===== config.mk =====
export PLATFORM = sky130hd
export DESIGN_NAME = cp0_unit_flat
export DESIGN_NICKNAME = d
export VERILOG_FILES = /design/src/rtl/cp0_pkg.sv /design/src/rtl/cp0_if.sv /design/src/rtl/cp0_timer.sv /design/src/rtl/cp0_unit.sv /design/src/flat_wrapper.sv
export SDC_FILE = /design/constraint.sdc
export NUM_CORES = 1
export LEC_CHECK = 0
export ABC_AREA = 0
export BUFFER_PORTS_ARGS = -buffer_cell sky130_fd_sc_hd__buf_2
export CORE_MARGIN = 2
export CORE_UTILIZATION = 40
export CTS_CLUSTER_DIAMETER = 120
export DETAILED_ROUTE_END_ITERATION = 6
export GPL_TIMING_DRIVEN = 0
export HOLD_SLACK_MARGIN = 0.1
export PLACE_DENSITY = 0.65
export SLEW_MARGIN = 20
export SYNTH_ARGS = -nofsm -noshare
export SYNTH_HDL_FRONTEND = slang
export SYNTH_SLANG_ARGS = --single-unit

===== constraint.sdc =====
create_clock -name clk -period 7.69 [get_ports clk]
set_input_delay 2.307 -clock clk [delete_from_list [all_inputs] [get_ports clk]]
set_output_delay 2.307 -clock clk [all_outputs]
set_load 0.005 [all_outputs]

===== src/rtl/cp0_pkg.sv =====
// Shared CP0 definitions: widths, register indices, ExcCodes and Cause bit fields.
package cp0_pkg;

   localparam int unsigned DATA_W = 32;
   localparam int unsigned RIDX_W = 5;
   localparam int unsigned CODE_W = 5;

   // CP0 register indices (rd field of mfc0/mtc0)
   localparam logic [RIDX_W-1:0] CP0_COUNT   = 5'd9;
   localparam logic [RIDX_W-1:0] CP0_COMPARE = 5'd11;
   localparam logic [RIDX_W-1:0] CP0_STATUS  = 5'd12;
   localparam logic [RIDX_W-1:0] CP0_CAUSE   = 5'd13;
   localparam logic [RIDX_W-1:0] CP0_EPC     = 5'd14;

   // ExcCode values presented on cause
   localparam logic [CODE_W-1:0] EXC_SYSCALL = 5'd8;
   localparam logic [CODE_W-1:0] EXC_BREAK   = 5'd9;
   localparam logic [CODE_W-1:0] EXC_TEQ     = 5'd13;

   // Cause / Status bit positions
   localparam int unsigned CAUSE_IP7     = 15;
   localparam int unsigned CAUSE_EXC_LSB = 2;
   localparam int unsigned CAUSE_EXC_MSB = 6;
   localparam int unsigned CAUSE_SW_LSB  = 8;
   localparam int unsigned CAUSE_SW_MSB  = 9;
   localparam int unsigned STATUS_IE     = 0;
   localparam int unsigned STATUS_IM7    = 15;

endpackage


===== src/rtl/cp0_if.sv =====
// CPU <-> CP0 bus. master = CPU controller side, slave = cp0_unit side.
//   mfc0/mtc0/rd/wdata : register access; pc/exception/eret/cause : exception control
//   rdata/status/exc_addr/timer_irq : results returned to the CPU
interface cp0_if;
   import cp0_pkg::*;

   logic              mfc0;
   logic              mtc0;
   logic [DATA_W-1:0] pc;
   logic [RIDX_W-1:0] rd;
   logic [DATA_W-1:0] wdata;
   logic              exception;
   logic              eret;
   logic [CODE_W-1:0] cause;
   logic [DATA_W-1:0] rdata;
   logic [DATA_W-1:0] status;
   logic [DATA_W-1:0] exc_addr;
   logic              timer_irq;

   modport master (
      output mfc0, mtc0, pc, rd, wdata, exception, eret, cause,
      input  rdata, status, exc_addr, timer_irq
   );

   modport slave (
      input  mfc0, mtc0, pc, rd, wdata, exception, eret, cause,
      output rdata, status, exc_addr, timer_irq
   );
endinterface


===== src/rtl/cp0_timer.sv =====
// Count/Compare pair. Count free-runs unless loaded; match_c flags that the
// next Count equals a nonzero Compare.
//   count_we/compare_we/wdata : load strobes and data
//   count/compare             : current register values
//   match_c                   : combinational match pulse for this edge
module cp0_timer
   import cp0_pkg::*;
(
   input  logic              clk,
   input  logic              reset,
   input  logic              count_we,
   input  logic              compare_we,
   input  logic [DATA_W-1:0] wdata,
   output logic [DATA_W-1:0] count,
   output logic [DATA_W-1:0] compare,
   output logic              match_c
);

   logic [DATA_W-1:0] count_q, count_d;
   logic [DATA_W-1:0] compare_q, compare_d;

   // Next-state: a load replaces the increment; wrap is natural modulo 2^32
   always_comb begin
      count_d   = count_q + DATA_W'(1);
      compare_d = compare_q;
      if (count_we)   count_d   = wdata;
      if (compare_we) compare_d = wdata;
      match_c = (count_d == compare_q) && (compare_q != '0);
   end

   always_ff @(posedge clk) begin
      if (reset) begin
         count_q   <= '0;
         compare_q <= '0;
      end else begin
         count_q   <= count_d;
         compare_q <= compare_d;
      end
   end

   assign count   = count_q;
   assign compare = compare_q;

endmodule


===== src/rtl/cp0_unit.sv =====
// Coprocessor 0: Status/Cause/EPC plus Count/Compare timer, exception entry
// and return bookkeeping, timer interrupt request.
//   clk, reset : clock and synchronous active-high reset
//   bus        : cp0_if slave port (access strobes in, rdata/status/exc_addr/timer_irq out)
module cp0_unit
   import cp0_pkg::*;
#(
   parameter logic [DATA_W-1:0] EXC_VECTOR   = 32'h0040_0004,
   parameter logic [DATA_W-1:0] STATUS_RESET = 32'h0000_0001,
   parameter int unsigned       EXC_SHIFT    = 5
) (
   input  logic  clk,
   input  logic  reset,
   cp0_if.slave  bus
);

   logic [DATA_W-1:0] status_q, status_d;
   logic [DATA_W-1:0] cause_q, cause_d;
   logic [DATA_W-1:0] epc_q, epc_d;
   logic [DATA_W-1:0] count, compare;
   logic              match_c;
   logic              count_we, compare_we;
   logic [DATA_W-1:0] rdata_c;

   // Timer writes are honoured regardless of exception/eret
   assign count_we   = bus.mtc0 && (bus.rd == CP0_COUNT);
   assign compare_we = bus.mtc0 && (bus.rd == CP0_COMPARE);

   cp0_timer u_timer (
      .clk        (clk),
      .reset      (reset),
      .count_we   (count_we),
      .compare_we (compare_we),
      .wdata      (bus.wdata),
      .count      (count),
      .compare    (compare),
      .match_c    (match_c)
   );

   // Next-state: exception > eret > mtc0 for Status/Cause/EPC
   always_comb begin
      status_d = status_q;
      cause_d  = cause_q;
      epc_d    = epc_q;
      if (bus.exception) begin
         epc_d = bus.pc;
         cause_d[CAUSE_EXC_MSB:CAUSE_EXC_LSB] = bus.cause;
         status_d = status_q << EXC_SHIFT;
      end else if (bus.eret) begin
         status_d = status_q >> EXC_SHIFT;
      end else if (bus.mtc0) begin
         case (bus.rd)
            CP0_STATUS: status_d = bus.wdata;
            CP0_CAUSE:  cause_d[CAUSE_SW_MSB:CAUSE_SW_LSB] = bus.wdata[CAUSE_SW_MSB:CAUSE_SW_LSB];
            CP0_EPC:    epc_d = bus.wdata;
            default:    ;
         endcase
      end
      // IP7 is sticky; a Compare write clears it even against a same-cycle match
      if (compare_we)   cause_d[CAUSE_IP7] = 1'b0;
      else if (match_c) cause_d[CAUSE_IP7] = 1'b1;
   end

   always_ff @(posedge clk) begin
      if (reset) begin
         status_q <= STATUS_RESET;
         cause_q  <= '0;
         epc_q    <= '0;
      end else begin
         status_q <= status_d;
         cause_q  <= cause_d;
         epc_q    <= epc_d;
      end
   end

   // Zero-latency read mux; returns pre-write values during a same-cycle mtc0
   always_comb begin
      rdata_c = '0;
      if (bus.mfc0) begin
         case (bus.rd)
            CP0_COUNT:   rdata_c = count;
            CP0_COMPARE: rdata_c = compare;
            CP0_STATUS:  rdata_c = status_q;
            CP0_CAUSE:   rdata_c = cause_q;
            CP0_EPC:     rdata_c = epc_q;
            default:     rdata_c = '0;
         endcase
      end
   end

   assign bus.rdata     = rdata_c;
   assign bus.status    = status_q;
   assign bus.exc_addr  = bus.eret ? epc_q : EXC_VECTOR;
   assign bus.timer_irq = status_q[STATUS_IE] & status_q[STATUS_IM7] & cause_q[CAUSE_IP7];

endmodule


===== src/flat_wrapper.sv =====
// flat-port wrapper written by rule: the top's interface ports become plain ports
module cp0_unit_flat import cp0_pkg::*;
#(
   parameter logic [DATA_W-1:0] EXC_VECTOR   = 32'h0040_0004,
   parameter logic [DATA_W-1:0] STATUS_RESET = 32'h0000_0001,
   parameter int unsigned       EXC_SHIFT    = 5
)
  (clk, reset, bus_mfc0, bus_mtc0, bus_pc, bus_rd, bus_wdata, bus_exception, bus_eret, bus_cause, bus_rdata, bus_status, bus_exc_addr, bus_timer_irq);
  cp0_if bus_i ();
  input  logic clk;
  input  logic reset;
  input wire logic [$bits(bus_i.mfc0)-1:0] bus_mfc0;
  input wire logic [$bits(bus_i.mtc0)-1:0] bus_mtc0;
  input wire logic [$bits(bus_i.pc)-1:0] bus_pc;
  input wire logic [$bits(bus_i.rd)-1:0] bus_rd;
  input wire logic [$bits(bus_i.wdata)-1:0] bus_wdata;
  input wire logic [$bits(bus_i.exception)-1:0] bus_exception;
  input wire logic [$bits(bus_i.eret)-1:0] bus_eret;
  input wire logic [$bits(bus_i.cause)-1:0] bus_cause;
  output wire logic [$bits(bus_i.rdata)-1:0] bus_rdata;
  output wire logic [$bits(bus_i.status)-1:0] bus_status;
  output wire logic [$bits(bus_i.exc_addr)-1:0] bus_exc_addr;
  output wire logic [$bits(bus_i.timer_irq)-1:0] bus_timer_irq;
  assign bus_i.mfc0 = bus_mfc0;
  assign bus_i.mtc0 = bus_mtc0;
  assign bus_i.pc = bus_pc;
  assign bus_i.rd = bus_rd;
  assign bus_i.wdata = bus_wdata;
  assign bus_i.exception = bus_exception;
  assign bus_i.eret = bus_eret;
  assign bus_i.cause = bus_cause;
  assign bus_rdata = bus_i.rdata;
  assign bus_status = bus_i.status;
  assign bus_exc_addr = bus_i.exc_addr;
  assign bus_timer_irq = bus_i.timer_irq;
  cp0_unit #(.EXC_VECTOR(EXC_VECTOR), .STATUS_RESET(STATUS_RESET), .EXC_SHIFT(EXC_SHIFT)) u_core (.clk(clk), .reset(reset), .bus(bus_i));
endmodule

==> results of run 1 <==
==> layout make-up <==
cell class                      count  area (sq um)
Fill cell                        2035         10200
Tap cell                          270           338
Buffer                            102           389
Multi-Input combinational cell    823          5190
Sequential cell                   136          2720
Inverter                           17          63.8
Timing Repair Buffer              173           866
Clock inverter                     14           175
Clock buffer                       17           425
==> cells by family after synthesis <==
group,share of synthesized area (%)
AO/OA/AOI/OAI,24.8
XOR/XNOR,6.09
adder cells (fa/ha/maj),0.150
buffers and inverters,5.42
flip-flops,32.6
multiplexers,6.74
AND/OR/NAND/NOR,24.2
==> power by group through the flow <==
stage                     clock network, mW  registers (mW)  logic (mW)
after floorplan                           0           0.765       0.129
after global placement                    0           0.778       0.231
after detailed placement                  0           0.778       0.233
after CTS                             0.851           0.763       0.234
after global routing                  0.883           0.767       0.258
final                                 0.853           0.765       0.242
==> cells in the mapped netlist, types with 9 or more instances <==
cell / instances / area [sq um]
nor4_1: 17 / 106
nand2_1: 117 / 439
dfxtp_1: 136 / 2720
nor3_1: 16 / 80.1
nand4_1: 18 / 113
xnor2_1: 33 / 289
and2_1: 33 / 206
a21oi_1: 100 / 500
a211oi_1: 57 / 428
nor2b_1: 9 / 56.3
buf_1: 10 / 37.5
a222oi_1: 47 / 470
inv_1: 17 / 63.8
nand3_1: 19 / 95.1
xor2_1: 20 / 175
or3_1: 10 / 62.6
nor2_1: 137 / 514
mux2_2: 10 / 113
o21ai_0: 13 / 65.1
clkbuf_1: 87 / 327
a22oi_1: 17 / 128
mux2i_1: 45 / 450
==> cell usage in the layout, fill, tap and decap left out, types with 13 or more instances in the layout <==
cell type / count
nor4_1: 17
dfxtp_1: 136
xor2_1: 20
nand2_1: 117
a22oi_1: 17
clkbuf_1: 87
nand3_1: 19
a21oi_1: 100
nor3_1: 16
inv_1: 17
nand4_1: 18
buf_2: 178
a222oi_1: 47
xnor2_1: 33
clkbuf_16: 17
mux2i_1: 45
a211oi_1: 57
and2_1: 33
o21ai_0: 13
nor2_1: 137
==> registers in the layout, summed over array words and instances (netlist names) <==
signal	cells
u_core.bus.status	32
u_core.epc_q	32
u_core.u_timer.count	32
u_core.u_timer.compare	32
u_core.cause_q	8
==> per-layer routing <==
| layer | wire [microns] | global-route usage (%) | up-vias |
|---|---|---|---|
| met4 | 1480 | 14.0 | 0 |
| li1 | - | - | 4368 |
| met5 | 0 | 0 | - |
| met1 | 14700 | 46.5 | 4550 |
| met2 | 17000 | 52.7 | 730 |
| met3 | 4960 | 7.21 | 112 |
==> critical path, delay by kind of cell <==
family                 cells  cell delay (ns)
AO/OA/AOI/OAI              1             0.27
buffers and inverters      4             1.43
AND/OR/NAND/NOR            4             1.17
==> timing repair <==
| action | CTS | global route |
|---|---|---|
| resized for setup | 1 | 0 |
| hold buffers | 0 | 0 |
| endpoints found under the setup margin | 2 | 0 |
==> worst min path at each step <==
stage | startpoint | end | slack [ns]
after detailed placement | u_core.cause_q[4] | u_core.cause_q[4] | 0.49
after global placement | u_core.cause_q[6] | u_core.cause_q[6] | 0.48
final | u_core.cause_q[6] | u_core.cause_q[6] | 0.51
after global routing | u_core.cause_q[8] | u_core.cause_q[8] | 0.53
after CTS | u_core.cause_q[4] | u_core.cause_q[4] | 0.51
after floorplan | u_core.cause_q[15] | u_core.cause_q[15] | 0.43
==> stage by stage <==
step / cell area, sq um / power (mW) / hold WS [ns]
4_1_cts: 10200 / 1.85 / 0.507
5_1_grt: 10200 / 1.91 / 0.529
6_report: 10200 / 1.86 / 0.512
3_5_place_dp: 9560 / 1.01 / 0.488
2_1_floorplan: 8360 / 0.893 / 0.434
3_3_place_gp: 9560 / 1.01 / 0.482
==> flow_metrics.py, run 1 <==
metrics = {
    "hold_path": {
        "hold_path_class": "reg2reg",
        "min_path_cells": 2,
    },
    "power": {
        "clkPwrFrac_pct": 45.9,
        "seq_power_share_pct": 41.1,
        "irDropWorstVdd_uv": 137,
        "p_leak_nw": 3.86,
        "p_sw_share_pct": 28.4,
        "p_int_mw": 1.33,
        "combPwrFrac_pct": 13.0,
        "power_density_nw_per_um2": 183,
        "p_sw_mw": 0.528,
    },
    "setup_path": {
        "rr_endpoint": "u_core.cause_q[15]",
        "reg2reg_from": "u_core.u_timer.count[11]",
        "r2r_setup_slack_ns": 4.07,
        "startpoint": "bus_rd[4]",
        "cpMaxStageDelayCell": "clkbuf_1",
        "crit_path_max_fanout": 10,
        "path_class": "in2out",
        "critPathMaxStageDelay_ns": 0.58,
        "worstSetupStartpointType": "primary input",
        "path_cells": "buf_2, nand2b_1, nor3b_2, and2_1, clkbuf_1, clkbuf_1, nand2_1, a21oi_1, buf_2",
        "end_kind": "output pin",
        "endpoint": "bus_rdata[16]",
        "arrival_ns": 5.18,
        "ff2ff_path_depth": 10,
        "required_ns": 5.38,
    },
    "route": {
        "wl_microns": 38200,
        "first_pass_iters": 7,
        "ant_nets": 0,
        "drc": 12,
        "wl_per_cell_microns": 24.6,
        "post_drt_via_cell_ratio": 6.29,
        "vias": 9760,
        "first_iter_violations": 1575,
    },
    "job": {
        "drv_cap": 0,
    },
    "clock_tree": {
        "clk_pin_slew_worst_paths_ns": 0.06,
        "clk_latency_ns": 0.43,
        "cts_tree": "built",
        "cts_buffer_depth": 2,
        "cts_root_buf": "clkbuf_16",
        "cts-buffers-inserted": 17,
        "postCtsSetupRepairBufs": 0,
        "clkSinkCount": 136,
        "cts_htree_levels": 4,
    },
    "grt": {
        "track_usage_pct": 34.1,
        "globalRouteOverflowTotal": 0,
        "first_global_vias": 9086,
        "antenna_found_initial": 0,
        "grt_max_degree": 17,
        "grt_pass1_wl_microns": 56300,
    },
    "floorplanning": {
        "die_h_microns": 149,
        "core_region_area_sq_um": 20400,
        "initial_utilization_pct": 41.0,
        "rows": 52,
        "die_area_sq_um": 22100,
        "die_w_microns": 149,
        "ioPinCount": 177,
    },
    "timing": {
        "fin_tns_setup_ns": 0,
        "finalSetupViolations": 0,
        "finalHoldViolCount": 0,
        "relSlewSlack_pct": 30.4,
        "fmax_mhz": 134,
        "tightest_slew_ns": 1.04,
        "post-route-min-period_ns": 7.49,
        "skew_ns": 0.00937,
        "layout_setup_ws_ns": 0.200,
        "grt_setup_unrepaired": "no",
        "slew_violations": 0,
        "fin_crit_sh_pct": 97.4,
    },
    "synthesis": {
        "ys_seq_elements": 136,
        "syn_avg_cell_area_sq_um": 7.75,
        "synth-edff-count": 0,
        "synth_area_sq_um": 8360,
        "async_flop_share_pct": 0,
        "yosysSeqAreaShare_pct": 32.6,
        "yosys_warnings": 0,
        "synthCells": 1078,
        "synth.net_count": 1159,
        "yosysUniqueCellTypes": 65,
        "synthFlopType": "dfxtp_1",
    },
    "finish": {
        "post_layout_nonfiller_instances": 1552,
        "diodes": 0,
        "nets": 1351,
        "drive_gt1_share_pct": 17.7,
        "postLayoutCoreUtil_pct": 49.9,
        "areaGrowthSynthToFinish_pct": 21.6,
    },
    "status": {
        "violations": "DRC",
        "status": "finished, violations left",
    },
    "placement": {
        "gp_congestion": 0.982,
        "dp_hpwl_microns": 29000,
        "placed_cells": 1521,
        "port_buffers": 173,
        "place_ws_ns": -0.0201,
    },
}
No activity file was read; power rests on OpenSTA's default activity.
==> inputs of run 2 (changes only) <==
CELL_PAD_IN_SITES_DETAIL_PLACEMENT = 1   (was unset)
CELL_PAD_IN_SITES_GLOBAL_PLACEMENT = 1   (was unset)
PLACE_DENSITY = 0.83   (was 0.65)
==> run 2 against run 1 <==
  * First-iteration DRC count fell by 1.3%
  * Critical endpoint unchanged
  * Non-clock buffer count is the same
  * Global-route usage rose by 3.0 points
  * Critical path depth unchanged
  * Combinational power up 2%
  * Power increased by 2.8%
  * The run still ends with DRC left
  * Critical path type unchanged
  * Clock skew barely moved
  * Flip-flop and latch count unchanged
  * Largest power group unchanged
  * Via count rose by 4.1%
  * Die area is the same
  * Setup slack got worse by 0.17 ns
==> flow_metrics.py, run 2 (synthesis results as in run 1) <==
metrics = {
    "floorplanning": {
        "die_area_sq_um": 22100,
        "rows": 52,
        "initial_utilization_pct": 41.0,
        "core_region_area_sq_um": 20400,
        "die_h_microns": 149,
        "ioPinCount": 177,
        "die_w_microns": 149,
    },
    "clock_tree": {
        "postCtsSetupRepairBufs": 0,
        "clk_pin_slew_worst_paths_ns": 0.06,
        "cts_root_buf": "clkbuf_16",
        "cts_tree": "built",
        "cts_buffer_depth": 2,
        "cts_resized": 0,
        "cts-buffers-inserted": 17,
        "clk_latency_ns": 0.44,
        "cts_htree_levels": 4,
        "hold_buffers": 0,
        "clkSinkCount": 136,
    },
    "timing": {
        "fin_tns_setup_ns": 0,
        "slew_violations": 0,
        "fin_crit_sh_pct": 99.7,
        "fmax_mhz": 130,
        "post-route-min-period_ns": 7.66,
        "finalSetupViolations": 0,
        "skew_ns": 0.00926,
        "relSlewSlack_pct": 23.1,
        "finalHoldViolCount": 0,
        "grt_setup_unrepaired": "no",
        "tightest_slew_ns": 1.15,
    },
    "finish": {
        "n_fill_cell": 2628,
        "final_cell_mix": "buf_2, nor2_1, dfxtp_1",
        "final_common_cell": "buf_2",
        "nets": 1351,
        "drive_gt1_share_pct": 17.5,
        "postLayoutCoreUtil_pct": 50.0,
        "areaGrowthSynthToFinish_pct": 21.9,
        "diodes": 0,
    },
    "grt": {
        "track_usage_pct": 37.1,
        "antenna_found_initial": 0,
        "globalRouteOverflowTotal": 0,
        "first_global_vias": 10084,
        "grt_max_degree": 17,
        "grt_pass1_wl_microns": 61400,
    },
    "power": {
        "p_total_mw": 1.91,
        "power_density_nw_per_um2": 188,
        "irDropWorstVdd_uv": 141,
        "p_leak_nw": 3.86,
    },
    "placement": {
        "gp_congestion": 1.00,
        "dp_hpwl_microns": 31200,
        "port_buffers": 173,
    },
    "setup_path": {
        "cpMaxStageDelayCell": "nor3b_1",
        "required_ns": 5.38,
        "end_kind": "output pin",
        "arrival_ns": 5.36,
        "crit_buf_inv": 4,
        "path_class": "in2out",
        "worstSetupStartpointType": "primary input",
        "critPathTopFamily": "simple AND/OR/NAND/NOR gates",
        "critPathMaxStageDelay_ns": 0.94,
        "path_cells": "buf_2, nand2b_1, nor3b_1, and2_1, clkbuf_1, clkbuf_1, nand2_1, a21oi_1, buf_2",
        "crit_path_max_fanout": 10,
    },
    "route": {
        "wl_per_cell_microns": 26.8,
        "vias": 10160,
        "ant_nets": 0,
        "first_iter_violations": 1554,
        "wl_microns": 41700,
        "first_pass_iters": 7,
        "drc": 5,
        "post_drt_via_cell_ratio": 6.54,
    },
    "status": {
        "status": "finished, violations left",
        "violations": "DRC",
    },
    "hold_path": {
        "hold_path_class": "reg2reg",
    },
    "job": {
        "drv_cap": 0,
    },
}
run 2: through the flow:
stage	setup WS [ns]	instance area, sq um	cells	hold slack [ns]
detailed placement	0.136	9560	1521	0.487
CTS	0.119	10200	1553	0.501
global placement	0.131	9560	1521	0.475
global route	0.00517	10200	1553	0.529
finish	0.0263	10200	1553	0.511
floorplan	1.35	8360	1078	0.434
run 2: worst paths after layout:
kind                       startpoint  slack, ns  cells after the start                  to
max                         bus_rd[4]       0.03                      9       bus_rdata[16]
min                 u_core.cause_q[9]       0.51                      2   u_core.cause_q[9]
max reg2reg  u_core.u_timer.count[11]       4.14                     10  u_core.cause_q[15]
min reg2reg         u_core.cause_q[9]       0.51                      2   u_core.cause_q[9]
run 2: metal layers:
metal  wire length (microns)  vias up  share of wire, %  track usage, %
li1                        -     4368                 -               -
met1                   16400     4958                39            48.7
met2                   18900      681                45            59.3
met3                    4310      150                10            6.75
met4                    2050        3               4.9            17.2
met5                      33        -             0.079               0
run 2: worst min-delay path: cells and delay by family (launching register included):
kind          cells  cell delay, ns
flops             1            0.33
mux               1            0.07
simple gates      1            0.07
run 2: power breakdown:
part	total, mW	switching (mW)	internal (mW)
Sequential	0.768	0.0374	0.730
Clock	0.897	0.350	0.547
Combinational	0.248	0.158	0.0899
run 2: area by class of cell:
class                      instances  area, sq um  share of cell area (%)
inverter                          17         63.8                   0.626
multi-input combinational        823         5180                    50.9
tap                              270          338                    3.32
clock buffer                      19          433                    4.25
buffer                           102          389                    3.82
clock inverter                    13          191                    1.88
sequential                       136         2720                    26.7
timing repair buffer             173          866                    8.50
==> inputs of run 3 (changes only) <==
==> constraint.sdc (replaced) <==
create_clock -name clk -period 7.69 [get_ports clk]
set_input_delay 2.307 -clock clk [delete_from_list [all_inputs] [get_ports clk]]
set_output_delay 2.307 -clock clk [all_outputs]
set_load 0.1 [all_outputs]
==> run 3 against run 2 <==
  * The flow still finishes with violations (DRC)
  * Routed wire length up 0.73%
  * Die area is the same
  * Cell count is the same
  * Cell area up 0.32%
  * Sequential share of layout area down 0.085 points
  * Worst hold slack lost 0.0096 ns
  * First-iteration DRC count shrank 19%
  * Count of clock-buffer cells in the layout is 1 lower
  * Clock power is 8.5% lower
  * Via count down 0.14%
  * Largest power group unchanged
  * Highest routed layer is now met4
==> flow_metrics.py, run 3 (synthesis results as in run 1) <==
metrics = {
    "setup_path": {
        "critPathMaxStageDelay_ns": 0.56,
        "ff2ff_path_depth": 10,
        "end_kind": "output pin",
        "cp.depth": 9,
        "arrival_ns": 5.25,
        "crit_buf_inv": 4,
        "crit_path_max_fanout": 10,
        "worstSetupStartpointType": "primary input",
        "cp_common_cell": "buf_2",
        "critPathTopFamily": "buffers and inverters",
        "path_class": "in2out",
        "required_ns": 5.38,
        "cpMaxStageDelayCell": "nor3b_2",
        "path_cells": "buf_2, nand2b_1, nor3b_2, and2_1, clkbuf_1, clkbuf_2, nand2_1, a21oi_2, buf_2",
    },
    "timing": {
        "layout_setup_ws_ns": 0.137,
        "skew_ns": 0.00693,
        "fmax_mhz": 132,
        "relSlewSlack_pct": 33.1,
        "grt_setup_unrepaired": "no",
        "slew_violations": 0,
        "whs_ns": 0.502,
        "post-route-min-period_ns": 7.55,
        "fin_crit_sh_pct": 98.2,
        "tightest_slew_ns": 1.00,
        "finalSetupViolations": 0,
        "finalHoldViolCount": 0,
    },
    "placement": {
        "placed_cells": 1521,
        "dp_hpwl_microns": 31600,
        "port_buffers": 173,
        "place_ws_ns": -0.281,
        "gp_congestion": 0.966,
    },
    "clock_tree": {
        "cts_buffer_depth": 2,
        "clk_latency_ns": 0.44,
        "cts_tree": "built",
        "cts-buffers-inserted": 17,
        "clk_pin_slew_worst_paths_ns": 0.06,
        "clkSinkCount": 136,
        "cts_root_buf": "clkbuf_16",
        "cts_htree_levels": 4,
    },
    "status": {
        "violations": "DRC",
        "status": "finished, violations left",
    },
    "finish": {
        "diodes": 0,
        "final_common_cell": "buf_2",
        "n_fill_cell": 2624,
        "final_cell_mix": "buf_2, nor2_1, dfxtp_1",
        "postLayoutCoreUtil_pct": 50.2,
        "drive_gt1_share_pct": 19.4,
        "areaGrowthSynthToFinish_pct": 22.3,
        "nets": 1351,
        "post_layout_nonfiller_instances": 1553,
    },
    "floorplanning": {
        "initial_utilization_pct": 41.0,
        "die_area_sq_um": 22100,
        "die_h_microns": 149,
        "die_w_microns": 149,
        "core_region_area_sq_um": 20400,
        "rows": 52,
        "ioPinCount": 177,
    },
    "power": {
        "power_density_nw_per_um2": 191,
        "p_leak_nw": 3.84,
        "irDropWorstVdd_uv": 155,
    },
    "grt": {
        "grt_max_degree": 17,
        "grt_pass1_wl_microns": 61800,
        "antenna_found_initial": 0,
        "first_global_vias": 10201,
        "globalRouteOverflowTotal": 0,
        "track_usage_pct": 37.5,
    },
    "route": {
        "post_drt_via_cell_ratio": 6.53,
        "vias": 10146,
        "wl_per_cell_microns": 27.0,
        "first_iter_violations": 1253,
        "drc": 5,
        "first_pass_iters": 7,
        "ant_nets": 0,
        "wl_microns": 42000,
    },
    "hold_path": {
        "hold_path_class": "reg2reg",
        "min_path_cells": 2,
    },
    "job": {
        "drv_cap": 0,
    },
}
run 3: area by class of cell:
class	count	area (sq um)	area share (%)
multi-input cells	823	5260	51.5
flip-flops and latches	136	2720	26.6
repair buffers	173	866	8.47
clock buffers	18	439	4.30
plain buffers	102	390	3.82
well taps	270	338	3.31
clock inverters	14	136	1.33
inverters	17	63.8	0.624
run 3: final timing paths:
path,endpoint,from,slack (ns)
hold / removal,u_core.cause_q[9],u_core.cause_q[9],0.50
hold reg to reg,u_core.cause_q[9],u_core.cause_q[9],0.50
setup reg to reg,u_core.cause_q[15],u_core.u_timer.count[11],4.17
setup / recovery,bus_rdata[16],bus_rd[4],0.14
run 3: per-layer routing:
| metal | vias up | global-route usage (%) | wire, microns |
|---|---|---|---|
| met5 | - | 0 | 0 |
| met4 | 0 | 20.1 | 2420 |
| met3 | 175 | 8.13 | 4530 |
| met2 | 663 | 58.7 | 18700 |
| met1 | 4931 | 48.3 | 16300 |
| li1 | 4377 | - | - |
run 3: worst register-to-register path, delay by kind of cell (launching register included):
family,cells,cell delay [ns]
AND/OR/NAND/NOR,5,1.91
buffers and inverters,2,0.73
AO/OA/AOI/OAI,3,0.51
flip-flops,1,0.31
run 3: where the power goes:
part | switching, mW | total, mW | leakage (nW) | internal (mW)
clock network | 0.362 | 0.821 | 0.268 | 0.460
logic | 0.274 | 0.365 | 2.46 | 0.0904
registers | 0.0368 | 0.767 | 1.11 | 0.730
total | 0.673 | 1.95 | 3.84 | 1.28
run 3: what timing repair did:
item / CTS / global route
hold buffers: 0 / 0
cloned: 0 / 0
setup endpoints to repair: 10 / 5
gates resized for setup: 1 / 2
setup buffers: 0 / 0
run 3: through the flow:
stage / cell area [sq um] / power (mW) / setup TNS [ns]
floorplan: 8430 / 1.01 / 0
global placement: 9640 / 1.13 / -1.66
detailed placement: 9640 / 1.13 / -1.60
CTS: 10200 / 1.94 / 0
global route: 10200 / 2.00 / 0
finish: 10200 / 1.95 / 0
